$ cat config.mk
export PLATFORM = sky130hd
export DESIGN_NAME = note_tone_gen
export DESIGN_NICKNAME = d
export VERILOG_FILES = /design/src/rtl/tone_pkg.sv /design/src/rtl/tick_prescaler.sv /design/src/rtl/note_tone_gen.sv
export SDC_FILE = /design/constraint.sdc
export NUM_CORES = 1
export LEC_CHECK = 0
export ABC_AREA = 0
export BUFFER_PORTS_ARGS = -buffer_cell sky130_fd_sc_hd__buf_2
export CORE_ASPECT_RATIO = 0.7
export CORE_MARGIN = 3
export CORE_UTILIZATION = 58
export CTS_CLUSTER_DIAMETER = 60
export DETAILED_ROUTE_END_ITERATION = 10
export MAX_ROUTING_LAYER = met4
export PLACE_DENSITY = 0.86
export SYNTH_ARGS = -nofsm -noshare
export SYNTH_HDL_FRONTEND = slang
export SYNTH_SLANG_ARGS = --single-unit
$ cat constraint.sdc
create_clock -name clk -period 7.1 [get_ports clk]
set_input_delay 0.71 -clock clk [delete_from_list [all_inputs] [get_ports clk]]
set_output_delay 0.71 -clock clk [all_outputs]
set_load 0.1 [all_outputs]
$ cat src/rtl/tone_pkg.sv
// Shared tone constants for the music path: half-period table for C..B at
// 100 MHz, rest threshold and the tone FSM state type.
package tone_pkg;

  localparam int unsigned REF_CLK_HZ    = 100_000_000;
  localparam int          NOTE_REST_MIN = 12;

  localparam logic [19:0] TONE_HP [12] = '{
    20'd764409, 20'd721501, 20'd681013, 20'd642797, 20'd606722, 20'd572672,
    20'd540534, 20'd510202, 20'd481568, 20'd454545, 20'd429037, 20'd404957
  };

  typedef enum logic [1:0] {IDLE, PLAY, GAP} state_t;

  // Rescale a reference half period to another system clock, rounding to nearest.
  function automatic longint unsigned scale_hp(longint unsigned clk_hz, logic [3:0] n);
    return (64'(TONE_HP[n]) * clk_hz + 64'(REF_CLK_HZ / 2)) / 64'(REF_CLK_HZ);
  endfunction

endpackage

$ cat src/rtl/tick_prescaler.sv
// Modulo-TICK_DIV down-counter producing a one-cycle tick on wrap; clr
// restarts a full tick period. Shared with the alarm timebase.
module tick_prescaler #(
  parameter int TICK_DIV = 100_000
) (
  input  logic clk,
  input  logic rst_n,
  input  logic clr,
  input  logic en,
  output logic tick
);

  localparam int CW = (TICK_DIV > 1) ? $clog2(TICK_DIV) : 1;

  logic [CW-1:0] cnt;

  assign tick = en && (cnt == '0);

  always_ff @(posedge clk or negedge rst_n) begin
    if (!rst_n) begin
      cnt <= '0;
    end else if (clr) begin
      cnt <= CW'(TICK_DIV - 1);
    end else if (en) begin
      if (cnt == '0) cnt <= CW'(TICK_DIV - 1);
      else           cnt <= cnt - 1'b1;
    end
  end

endmodule

$ cat src/rtl/note_tone_gen.sv
// Plays one note as a square wave on the speaker pin, followed by a silent
// articulation gap and a one-cycle done pulse.
//
//   state | meaning
//   IDLE  | waiting for a note from the sequencer (note_ready high)
//   PLAY  | tone running for duration ticks (held low for rests)
//   GAP   | silent articulation gap of GAP_TICKS ticks, done on last cycle
module note_tone_gen
  import tone_pkg::*;
#(
  parameter longint unsigned CLK_HZ    = 100_000_000,
  parameter int              TICK_DIV  = 100_000,
  parameter int              GAP_TICKS = 10,
  parameter int              HP_W      = 20
) (
  input  logic       clk,
  input  logic       rst_n,
  input  logic       note_valid,
  output logic       note_ready,
  input  logic [2:0] octave,
  input  logic [3:0] note,
  input  logic [7:0] duration,
  input  logic       mute,
  input  logic       abort,
  output logic       speaker,
  output logic       busy,
  output logic       done
);

  localparam int GW = (GAP_TICKS > 0) ? $clog2(GAP_TICKS + 1) : 1;

  logic [HP_W-1:0] hp_tab [12];

  for (genvar i = 0; i < 12; i++) begin : g_tab
    assign hp_tab[i] = HP_W'(scale_hp(CLK_HZ, 4'(i)));
  end

  state_t          state;
  logic [HP_W-1:0] hp_q, hp_cnt;
  logic [7:0]      dur_cnt;
  logic [GW-1:0]   gap_cnt;
  logic            rest_q, tone;

  logic            rest_new;
  logic [3:0]      idx;
  logic [HP_W-1:0] hp_shift, hp_new;
  logic            accept, play_end, tick, presc_clr;

  assign rest_new = note >= 4'(NOTE_REST_MIN);
  assign idx      = rest_new ? 4'd0 : note;
  assign hp_shift = hp_tab[idx] >> octave;
  // Keep the reload value at 2 or more so hp_cnt==1 is always reachable.
  assign hp_new   = (hp_shift < HP_W'(2)) ? HP_W'(2) : hp_shift;

  assign note_ready = (state == IDLE);
  assign busy       = (state != IDLE);
  assign accept     = note_valid && note_ready && !abort;
  assign play_end   = (state == PLAY) && tick && (dur_cnt == 8'd1);
  assign done       = (state == GAP) && !abort &&
                      ((gap_cnt == '0) || (tick && (gap_cnt == GW'(1))));
  assign speaker    = tone && !mute;
  assign presc_clr  = accept || (play_end && !abort);

  tick_prescaler #(.TICK_DIV(TICK_DIV)) u_presc (
    .clk   (clk),
    .rst_n (rst_n),
    .clr   (presc_clr),
    .en    (busy),
    .tick  (tick)
  );

  always_ff @(posedge clk or negedge rst_n) begin
    if (!rst_n) begin
      state   <= IDLE;
      hp_q    <= '0;
      hp_cnt  <= '0;
      dur_cnt <= '0;
      gap_cnt <= '0;
      rest_q  <= 1'b0;
      tone    <= 1'b0;
    end else begin
      case (state)
        IDLE: begin
          if (accept) begin
            hp_q    <= hp_new;
            hp_cnt  <= hp_new;
            rest_q  <= rest_new;
            dur_cnt <= duration;
            gap_cnt <= GW'(GAP_TICKS);
            tone    <= 1'b0;
            state   <= (duration == 8'd0) ? GAP : PLAY;
          end
        end
        PLAY: begin
          if (abort) begin
            tone  <= 1'b0;
            state <= IDLE;
          end else if (play_end) begin
            tone    <= 1'b0;
            dur_cnt <= 8'd0;
            gap_cnt <= GW'(GAP_TICKS);
            state   <= GAP;
          end else begin
            if (tick) dur_cnt <= dur_cnt - 8'd1;
            if (hp_cnt == HP_W'(1)) begin
              hp_cnt <= hp_q;
              tone   <= !tone && !rest_q;
            end else begin
              hp_cnt <= hp_cnt - 1'b1;
            end
          end
        end
        GAP: begin
          tone <= 1'b0;
          if (abort || done) state <= IDLE;
          else if (tick)     gap_cnt <= gap_cnt - 1'b1;
        end
        default: begin
          tone  <= 1'b0;
          state <= IDLE;
        end
      endcase
    end
  end

endmodule

## Word level (Yosys, flattened, before mapping)

Memory sizes are Yosys's and may differ from the RTL's.
Cells that the tools add are included.

- Memories: 1
- Logic and storage cells: 99
- Output and inout port bits: 4
- Input port bits: 20
- Register bits after elaboration: 73
- Bits in read-only memories: 320

Memory list:

| name | depth | bits a word | rd ports | clocked after memory_dff | wr ports | line | source |
|---|---|---|---|---|---|---|---|
| (no name shown) | 16 | 20 | 1 | 0 | 0 | note_tone_gen.sv:51 | `assign hp_shift = hp_tab[idx] >> octave;` |

- Multiplexer cells: 34
- Shift operators: 1
- Reductions and logical operators: 32
- Magnitude comparators: 3
- Add/subtract/negate cells: 4
- Equal/unequal tests: 15
- Bitwise operators: 1

Operator list:

| cell | count |
|---|---|
| $mux W20 | 7 |
| $mux W17 | 3 |
| $pmux W20 S2 | 1 |
| $mux W8 | 4 |
| $mux W4 | 6 |
| $eq A20 B1 Y1 const B | 1 |
| $lt A20 B2 Y1 const B | 1 |
| $shr A20 B3 Y20 | 1 |
| $sub A20 B1 Y20 const B | 1 |
| $logic_not A17 Y1 | 1 |
| $sub A17 B1 Y17 const B | 1 |
| $pmux W8 S2 | 1 |
| $pmux W4 S3 | 1 |
| $logic_and A1 B1 Y1 | 11 |
| $mux W2 | 5 |
| $ne A2 B2 Y1 const B | 5 |
| $eq A8 B1 Y1 const B | 1 |
| $logic_not A8 Y1 | 1 |
| $reduce_and A4 Y1 | 2 |
| $sub A8 B1 Y8 const B | 1 |
| $ne A3 B3 Y1 const B | 2 |
| $pmux W2 S3 | 1 |
| $reduce_and A6 Y1 | 1 |
| $reduce_bool A2 Y1 | 3 |
| 18 further kinds | 28 |

## Depth between registers and ports, before layout

Gate-level depths: netlist (run 1).

- Word-level depth: 11
- Mapped depth: 13
- Depth with buffers taken out: 10

## Cells and area by module

From an unflattened synthesis (run 1), not the netlist that was laid out.

- Cells, all modules: 637
- Area total of the unflattened synthesis: 5,486.5 um^2

Modules (own cells, without submodules):

| module | seq. area each (um^2) | cells each | area an instance (um^2) | times used |
|---|---|---|---|---|
| note_tone_gen | 1,401.3 | 541 | 4,558.1 | 1 |
| tick_prescaler | 425.4 | 96 | 928.4 | 1 |

## Worst setup path after synthesis (run 1)

No wires, ideal clock.

- Kind: flip-flop to flip-flop
- From: register state[1]
- To: register u_presc.cnt[16]
- Arrival: 3.510 ns
- Period minus slack after synthesis: 3.651 ns
- Path slack: 3.449 ns
- Path buffers: 1
- Library setup time: 0.141 ns
- Data required time: 6.959 ns
- Stages on the path, launching flop included: 9
- Cells stage by stage: dfrtp_1 > or2_2 > clkbuf_1 > inv_1 > a2111oi_1 > and2_1 > nand3_1 > xor2_1 > nand2_1

- Longest elaborated chain between the ends: 7
- Elaborated cells between the ends (all ways): 12
- Classes of those cells: 1 x eq/ne; 1 x mux; 10 x reduce/logical

RTL lines:

| element | line | source |
|---|---|---|
| from (decl) | note_tone_gen.sv:38 | `state_t state;` |
| from (signal assigned) | note_tone_gen.sv:91 | `state <= (duration == 8'd0) ? GAP : PLAY;` |
| $reduce_bool A2 Y1 * | note_tone_gen.sv:56 | `assign busy = (state != IDLE);` |
| via busy | note_tone_gen.sv:26 | `output logic busy,` |
| $logic_and A1 B1 Y1 | tick_prescaler.sv:17 | `assign tick = en && (cnt == '0);` |
| $logic_and A1 B1 Y1 (2 in a row) | note_tone_gen.sv:58 | `assign play_end = (state == PLAY) && tick && (dur_cnt == 8'd1);` |
| $logic_and A1 B1 Y1 | note_tone_gen.sv:62 | `assign presc_clr = accept \|\| (play_end && !abort);` |
| $logic_or A1 B1 Y1 | note_tone_gen.sv:62 |  |
| $mux W17 / $reduce_bool A2 Y1 (equally long branches) | -- |  |
| to (signal assigned) | tick_prescaler.sv:23 | `cnt <= CW'(TICK_DIV - 1);` |
| to (signal assigned) | tick_prescaler.sv:25 | `if (cnt == '0) cnt <= CW'(TICK_DIV - 1);` |
| to (signal assigned) | tick_prescaler.sv:26 | `else cnt <= cnt - 1'b1;` |
| to (decl) | tick_prescaler.sv:15 | `logic [CW-1:0] cnt;` |

Mark *: on every way through the listed nets, which the timed path passes. The rest lies on a longest branch.
A chain may end at the register's enable or synchronous reset.

## Final worst setup path (run 1)

- From: input note[3]
- To: register hp_cnt[2]

- Longest elaborated chain between the ends: 11

RTL lines:

| element | line | source |
|---|---|---|
| from (decl) | note_tone_gen.sv:21 | `input logic [3:0] note,` |
| $ge A4 B4 Y1 | note_tone_gen.sv:49 | `assign rest_new = note >= 4'(NOTE_REST_MIN);` |
| $mux W4 * | note_tone_gen.sv:50 | `assign idx = rest_new ? 4'd0 : note;` |
| $not A4 Y5 (implied by the code) * | note_tone_gen.sv:51 |  |
| $mem_v2 Z16 W20 * | -- |  |
| $mux W20 (implied by the code) * (2 in a row) | note_tone_gen.sv:51 |  |
| $shr A20 B3 Y20 * | note_tone_gen.sv:51 |  |
| $lt A20 B2 Y1 | note_tone_gen.sv:53 | `assign hp_new = (hp_shift < HP_W'(2)) ? HP_W'(2) : hp_shift;` |
| $mux W20 * | note_tone_gen.sv:53 |  |
| $mux W20 * | note_tone_gen.sv:84 | `if (accept) begin` |
| $pmux W20 S2 * | note_tone_gen.sv:82 | `case (state)` |
| to (signal assigned) | note_tone_gen.sv:86 | `hp_cnt <= hp_new;` |
| to (signal assigned) | note_tone_gen.sv:106 | `hp_cnt <= hp_q;` |
| to (signal assigned) | note_tone_gen.sv:109 | `hp_cnt <= hp_cnt - 1'b1;` |
| to (decl) | note_tone_gen.sv:39 | `logic [HP_W-1:0] hp_q, hp_cnt;` |

Every way passes the cells marked *; elsewhere a longest branch is shown, timed or not. The select of a mux whose other input is x is not followed.

==> metrics.txt, run 1 <==
Ys Warns=0; CP Capture Type=flip-flop; relative slew slack=27.36%; drt wl/cell=a little under 20 um; reg2reg start=hp_cnt[9]; Mean Syn Cell Area=approximately 8.1 sq um; antenna viol nets, final=0; number of global-route vias before repair=4,957; critical path, cell by cell=buf_2 > nand2_1 > and2_1 > ha_1 > inv_1 > a22oi_1 > o311ai_0 > a31o_2 > a211oi_1 > o211ai_1; cts hold-fix bufs=0; dpl hpwl=approximately 11 mm; clock root buffer master=clkbuf_16; CP max-delay cell=buf_2; largest net degree at the start of global routing=74; Layout Area Growth over Synthesis=7.780%; Clock Skews=just over 0.005 ns; Slew Viols, Final=0; most common library cell in the layout ignoring fill and taps=nand2_1; Clk Latency, worst-skew pair=around 0.34 ns; Nets=705; Core Box Area=just over 9000 sq um; share of layout cells above drive strength 1=roughly a tenth; TritonCTS Buffers=9; worst-margin pin slew=approximately 1.1 ns; Synth Register Bits=73; antenna violations before repair=0; Resize count post-CTS=0; setup bufs post-CTS=0; final hold violations=0; most frequent cells in the layout=97 x nand2_1, 73 x dfrtp_1, 47 x nor2_1; Die Span Y=87.48 um; Congestion Overflow GR=0; unique cell type count in the Yosys netlist=73; final WL=about 16 mm; Seq/Total Area, Yosys=33.21%; critical path required time=7.30 ns; Max Clock Freq=between 200 and 300 MHz; Tot Pwr=roughly 0.0016 W; IR drop worst, VDD=between 0.1 and 0.15 mV; First DRT Iteration DRCs=766; Worst setup startpoint=note[3]; Mapped Nets=between 700 and 800; # H-tree levels=3; Fin Setup TNS=0 ns; Max Buffers Root-to-Sink=2; critical path type=in -> reg; Pleak=between 2 and 2.5 nW; Worst Path Arrival=about 3.7 ns; CTS clk-pin slew, worst paths=0.06 ns; main flop type after synthesis=dfrtp_1; EDFF count, synth=0; Final period util=49.40%; Total Routing Usage GR=between 30% and 40%; Rows=29; PwrDens=262.1 nW/um^2; RSZ-0062 raised after global routing=no; IO Pins=24; Crit path largest cell delay=between 0.5 and 0.6 ns; Vias/cell=approximately 7; Period minus WS final=approximately 3.5 ns; CP Max Fanout=43; antenna fix cells=0; HP Class=reg -> reg; Horiz. Die Dim=between 100 and 150 um; status=finished clean; Routability Congestion=0.9690; global-route wire length before repair=between 20 and 30 mm; Mapped Area=5500 sq um; I/O Buffers=23; TritonRoute pass-1 iters=6; Cells after Synth=between 600 and 700; CTS tree=yes; Final setup viols=0; asr flop ratio synth=between 90% and 100%; worst hold start=hp_q[10]; Vias=5,451; die area=roughly 11,000 sq um; Initial Util=approximately three fifths; CP startpoint kind=input pin; # DRC=0; clk sink count=73; Max Cap Viol=0
## routing by layer
| metal | track usage, % | wire (um) | share of wire, % |
|---|---|---|---|
| met1 | 45.16 | 6859 | 44 |
| met2 | 43.77 | 6826 | 44 |
| met3 | 8.052 | 1720 | 11 |
| met4 | 6.809 | 193 | 1.2 |
| met5 | - | 0 | 0 |
## worst max-delay path, delay by kind of cell
family	cells	cell delay (ns)
buffers and inverters	2	0.67
AO/OA/AOI/OAI	5	1.37
adder cells (fa/ha/maj)	1	0.52
AND/OR/NAND/NOR	2	0.43
## through the flow
stage	instance area [sq um]	hold slack (ns)	setup slack [ns]	utilization, %	instances
6_report	5928	0.4798	3.592	64.83	798
3_3_place_gp	5617	0.4564	3.507	61.43	783
3_5_place_dp	5617	0.4641	3.307	61.43	783
2_1_floorplan	5500	0.4144	3.449	-	675
4_1_cts	5928	0.4787	3.652	64.83	798
5_1_grt	5928	0.4965	3.331	64.83	798
## synth_stat cells (all sizes together), types with 8 or more instances
cell type,instances,area [sq um]
a21o,10,75.07
nand4,8,56.30
a31oi,10,62.56
a21oi,25,125.1
buf,12,67.56
a211oi,11,87.58
dfrtp,73,1827
clkbuf,31,116.4
xor2,13,113.9
o21ai,44,231.5
mux2,9,101.4
nor3,24,120.1
mux2i,11,110.1
xnor2,16,140.1
ha,15,187.7
inv,24,90.08
nand2b,15,93.84
nor4,14,100.1
nor2b,10,62.56
o211ai,17,127.6
nand3,21,105.1
nand2,97,364.1
nor2,48,182.7
## power by group
part / internal [W] / switching, W / leakage, nW
clock network: 0.000315 / 0.000170 / 0.153
registers: 0.000503 / 0.0000999 / 0.887
logic: 0.000180 / 0.000286 / 1.44
total: 0.000998 / 0.000556 / 2.48
## registers in the layout, summed over array words and instances, names as in the netlist
name,count
dur_cnt,8
tone,1
hp_q,20
state,2
u_presc.cnt,17
hp_cnt,20
gap_cnt,4
rest_q,1
## cells by family after synthesis
kind of cell,count (synthesis),synth area share (%)
flops,73,33.21
buf+inv,67,4.982
mux,20,3.845
fa+ha+maj,15,3.412
xor+xnor,29,4.618
simple gates,282,25.93
compound gates,189,24.00
## cell type report
cell class | count | area (sq um)
clock inverter | 3 | 65.06
sequential | 73 | 1827
clock buffer | 12 | 246.5
multi-input combinational | 535 | 3400
fill | 754 | 3216
tap | 124 | 155.1
timing repair buffer | 27 | 145.1
inverter | 24 | 90.09
## path summary, 6_finish.rpt
check,endpoint,slack (ns),cells past startpoint
min in group asynchronous,hp_q[3],0.56,2
max in group asynchronous,hp_cnt[12],5.91,2
max reg2reg,hp_cnt[6],4.04,6
max,hp_cnt[2],3.59,10
min reg2reg,hp_q[10],0.48,2
min,hp_q[10],0.48,2
Note: power is estimated with default switching activity, not from simulation.
==> run 2: changes to the inputs <==
ABC_AREA = 1   (was 0)
CORE_UTILIZATION = 57   (was 58)
PLACE_DENSITY = 0.88   (was 0.86)
clock period = 3 ns   (was 7.1 ns; I/O delays follow)
==> metrics.txt, run 2 <==
share of layout cells above drive strength 1=9.725% (was 10.39%); RSZ-0062 raised after global routing=no (unchanged); antenna viol nets, final=0 (unchanged); Mapped Area=5593 sq um (was 5500 sq um); global-route wire length before repair=24.55 mm (was 25.56 mm); # H-tree levels=3 (unchanged); largest net degree at the start of global routing=74 (unchanged); Int Pwr=0.003029 W (was 0.0009982 W); EDFF count, synth=0 (unchanged); Net Sw Frac=44.40% (was 35.77%); relative slew slack=37.95% (was 27.36%); Top Registers=hp_cnt: 20 flops, hp_q: 20 flops, u_presc.cnt: 17 flops (unchanged); most common library cell in the layout ignoring fill and taps=nand2_1 (unchanged); flop-to-flop setup slack=0.71 ns (was 4.04 ns); CP Capture Type=output port (was flip-flop); critical path type=reg -> out (was in -> reg); sum of buffers and inverters on the critical path=2 (unchanged); Pleak=3.012 nW (was 2.477 nW); Worst setup startpoint=u_presc.cnt[6] (was note[3]); final hold violations=0 (unchanged); part of the power in registers=32.2% (was 38.8%); Rows=29 (unchanged); unique cell type count in the Yosys netlist=41 (was 73); antenna violations before repair=0 (unchanged); worst setup path endpoint=done (was hp_cnt[2]); Reg2Reg Depth=9 (was 6); number of global-route vias before repair=4,949 (was 4,957); Seq/Total Area, Yosys=32.66% (was 33.21%); share of the synthesized area in the top cell type=32.66% (was 33.21%); Max Clock Freq=about 420 MHz; asr flop ratio synth=100.0% (unchanged); switching pwr=0.002419 W (was 0.0005558 W); cts hold-fix bufs=0 (unchanged); CP startpoint kind=flip-flop (was input pin); final WL=14.68 mm (was 15.60 mm); Fin Setup TNS=0 ns (unchanged); Congestion Overflow GR=0 (unchanged); reg2reg start=hp_cnt[9] (unchanged); IO Pins=24 (unchanged); CP Max Fanout=4 (was 43); Routability Congestion=1.070 (was 0.9690); Post-synth top cells=202 x nand2_1, 141 x nand3_1, 128 x nor2_1 (was 97 x nand2_1, 73 x dfrtp_1, 47 x nor2_1); critical path required time=2.70 ns (was 7.30 ns); cell taking the most area after synthesis=dfrtp_1 (unchanged); antenna fix cells=0 (unchanged); Nets=904 (was 705); Clk Latency, worst-skew pair=0.34 ns (about the same); Max Buffers Root-to-Sink=2 (unchanged); dpl hpwl=10.62 mm (was 11.01 mm); CTS clk-pin slew, worst paths=0.06 ns (about the same); most frequent cells in the layout=202 x nand2_1, 141 x nand3_1, 128 x nor2_1 (was 97 x nand2_1, 73 x dfrtp_1, 47 x nor2_1); drt wl/cell=14.71 um (was 19.55 um); Mean Syn Cell Area=6.511 sq um (was 8.149 sq um); Final setup viols=0 (unchanged); final core occ=65.76% (was 64.83%); Worst Path Arrival=2.06 ns (was 3.71 ns); Layout Cells excl Fill=998 (was 798); Layout Area Growth over Synthesis=9.217% (was 7.780%); critical path's top delay family=simple AND/OR/NAND/NOR gates (was compound AO/OA/AOI/OAI gates); CP Depth=8 (was 10); Synth Register Bits=73 (unchanged); HP Class=in -> async (was reg -> reg); # DRC=0 (unchanged); Clock power frac=22.9% (was 31.2%); Horiz. Die Dim=124.4 um (was 122.4 um); Clock Skews=0.007658 ns (was 0.005039 ns); I/O Buffers=23 (unchanged); Cells after Synth=859 (was 675); placed cell count=982 (was 783); Ys Warns=0 (unchanged); clock root buffer master=clkbuf_16 (unchanged); Die Span Y=88.88 um (was 87.48 um); main flop type after synthesis=dfrtp_1 (unchanged); First DRT Iteration DRCs=736 (was 766); PwrDens=891.9 nW/um^2 (was 262.1 nW/um^2); Vias=5,778 (was 5,451); Total Routing Usage GR=28.29% (was 31.15%); TritonCTS Buffers=9 (unchanged); Core Box Area=9289 sq um (was 9144 sq um); synth top area cells=dfrtp_1 33%, nand2_1 14%, nand3_1 13% (was dfrtp_1 33%, nand2_1 6.6%, o21ai_0 3.6%); Reg area=1827 sq um (unchanged); Slew Viols, Final=0 (unchanged); clk sink count=73 (unchanged); multi-input logic area=3291 sq um (was 3400 sq um); TritonRoute pass-1 iters=5 (was 6); cell with the most instances after synthesis=nand2_1 (unchanged); RR Endpoint=hp_cnt[3] (was hp_cnt[6]); status=finished clean (unchanged); critical path, cell by cell=nor2_1 > nand3_1 > nor2_1 > nand4_1 > nand2_1 > nand2_1 > inv_1 > buf_2 (was buf_2 > nand2_1 > and2_1 > ha_1 > inv_1 > a22oi_1 > o311ai_0 > a31o_2 > a211oi_1 > o211ai_1); FILL cells=852 (was 754); CP max-delay cell=buf_2 (unchanged); die area=11,060 sq um (was 10,710 sq um); IR drop worst, VDD=0.6746 mV (was 0.1430 mV); Initial Util=60.21% (was 60.15%); Period minus WS final=around 2.4 ns; CTS tree=yes (unchanged); Resize count post-CTS=0 (unchanged); Max Cap Viol=0 (unchanged); setup bufs post-CTS=0 (unchanged); Mapped Nets=894 (was 710); worst-margin pin slew=0.9307 ns (was 1.076 ns); Crit path largest cell delay=0.42 ns (was 0.53 ns); Vias/cell=5.790 (was 6.831); Comb power frac=44.9% (was 30.0%); Final period util=78.66%
run 2: cell types whose count changed after synthesis, moves of 11 or more:
cell and delta:
nand2b_1 -15, nor2_1 +81, nand3_1 +120, clkbuf_1 -23, inv_1 +57, nand2_1 +105, mux2i_1 -11, a21oi_1 +19
nor3_1 -16
run 2: layout make-up:
class / count / area share [%]
Clock buffer: 11 / 3.974
Clock inverter: 5 / 1.680
Inverter: 90 / 5.612
Multi-Input combinational cell: 668 / 53.87
Sequential cell: 73 / 29.91
Tap cell: 124 / 2.540
Timing Repair Buffer: 27 / 2.417
run 2: power groups by stage:
stage | Combinational, W | Clock [W] | Sequential [W]
6_report | 0.00245 | 0.00125 | 0.00175
5_1_grt | 0.00276 | 0.00130 | 0.00181
4_1_cts | 0.00241 | 0.00126 | 0.00174
3_5_place_dp | 0.00238 | 0 | 0.00175
3_3_place_gp | 0.00233 | 0 | 0.00175
2_1_floorplan | 0.00192 | 0 | 0.00166
run 2: through the flow:
stage	hold slack [ns]	setup WS (ns)	total power (W)	instance area, sq um
final	0.1069	0.6401	0.005448	6108
after global routing	0.1711	0.4536	0.005878	6108
after CTS	0.1447	0.6315	0.005404	6108
after detailed placement	0.4651	0.7032	0.004123	5763
after global placement	0.4645	0.7428	0.004074	5763
after floorplan	0.004409	0.9323	0.003579	5593
run 2: cell families after synthesis:
group	synth area share (%)
AND/OR/NAND/NOR	41.05
buffers and inverters	8.501
AO/OA/AOI/OAI	11.77
flip-flops	32.66
XOR/XNOR	2.662
adder cells (fa/ha/maj)	3.356
run 2: layer usage:
metal  vias up  track usage (%)  share of wire, %
met5         -                -                 0
met4         0            6.567               1.8
met3        24            7.057                11
met2       298            36.86                39
met1      2630            43.24                49
li1       2826                -                 -
run 2: how the worst min path moves through the flow:
stage / startpoint / end / slack, ns / cells past startpoint
floorplan: rst_n / dur_cnt[0] / 0.004 / 0
global placement: hp_q[14] / hp_q[14] / 0.46 / 2
detailed placement: hp_q[10] / hp_q[10] / 0.47 / 2
CTS: rst_n / hp_q[19] / 0.14 / 1
global route: rst_n / hp_q[3] / 0.17 / 1
finish: rst_n / hp_q[3] / 0.11 / 1
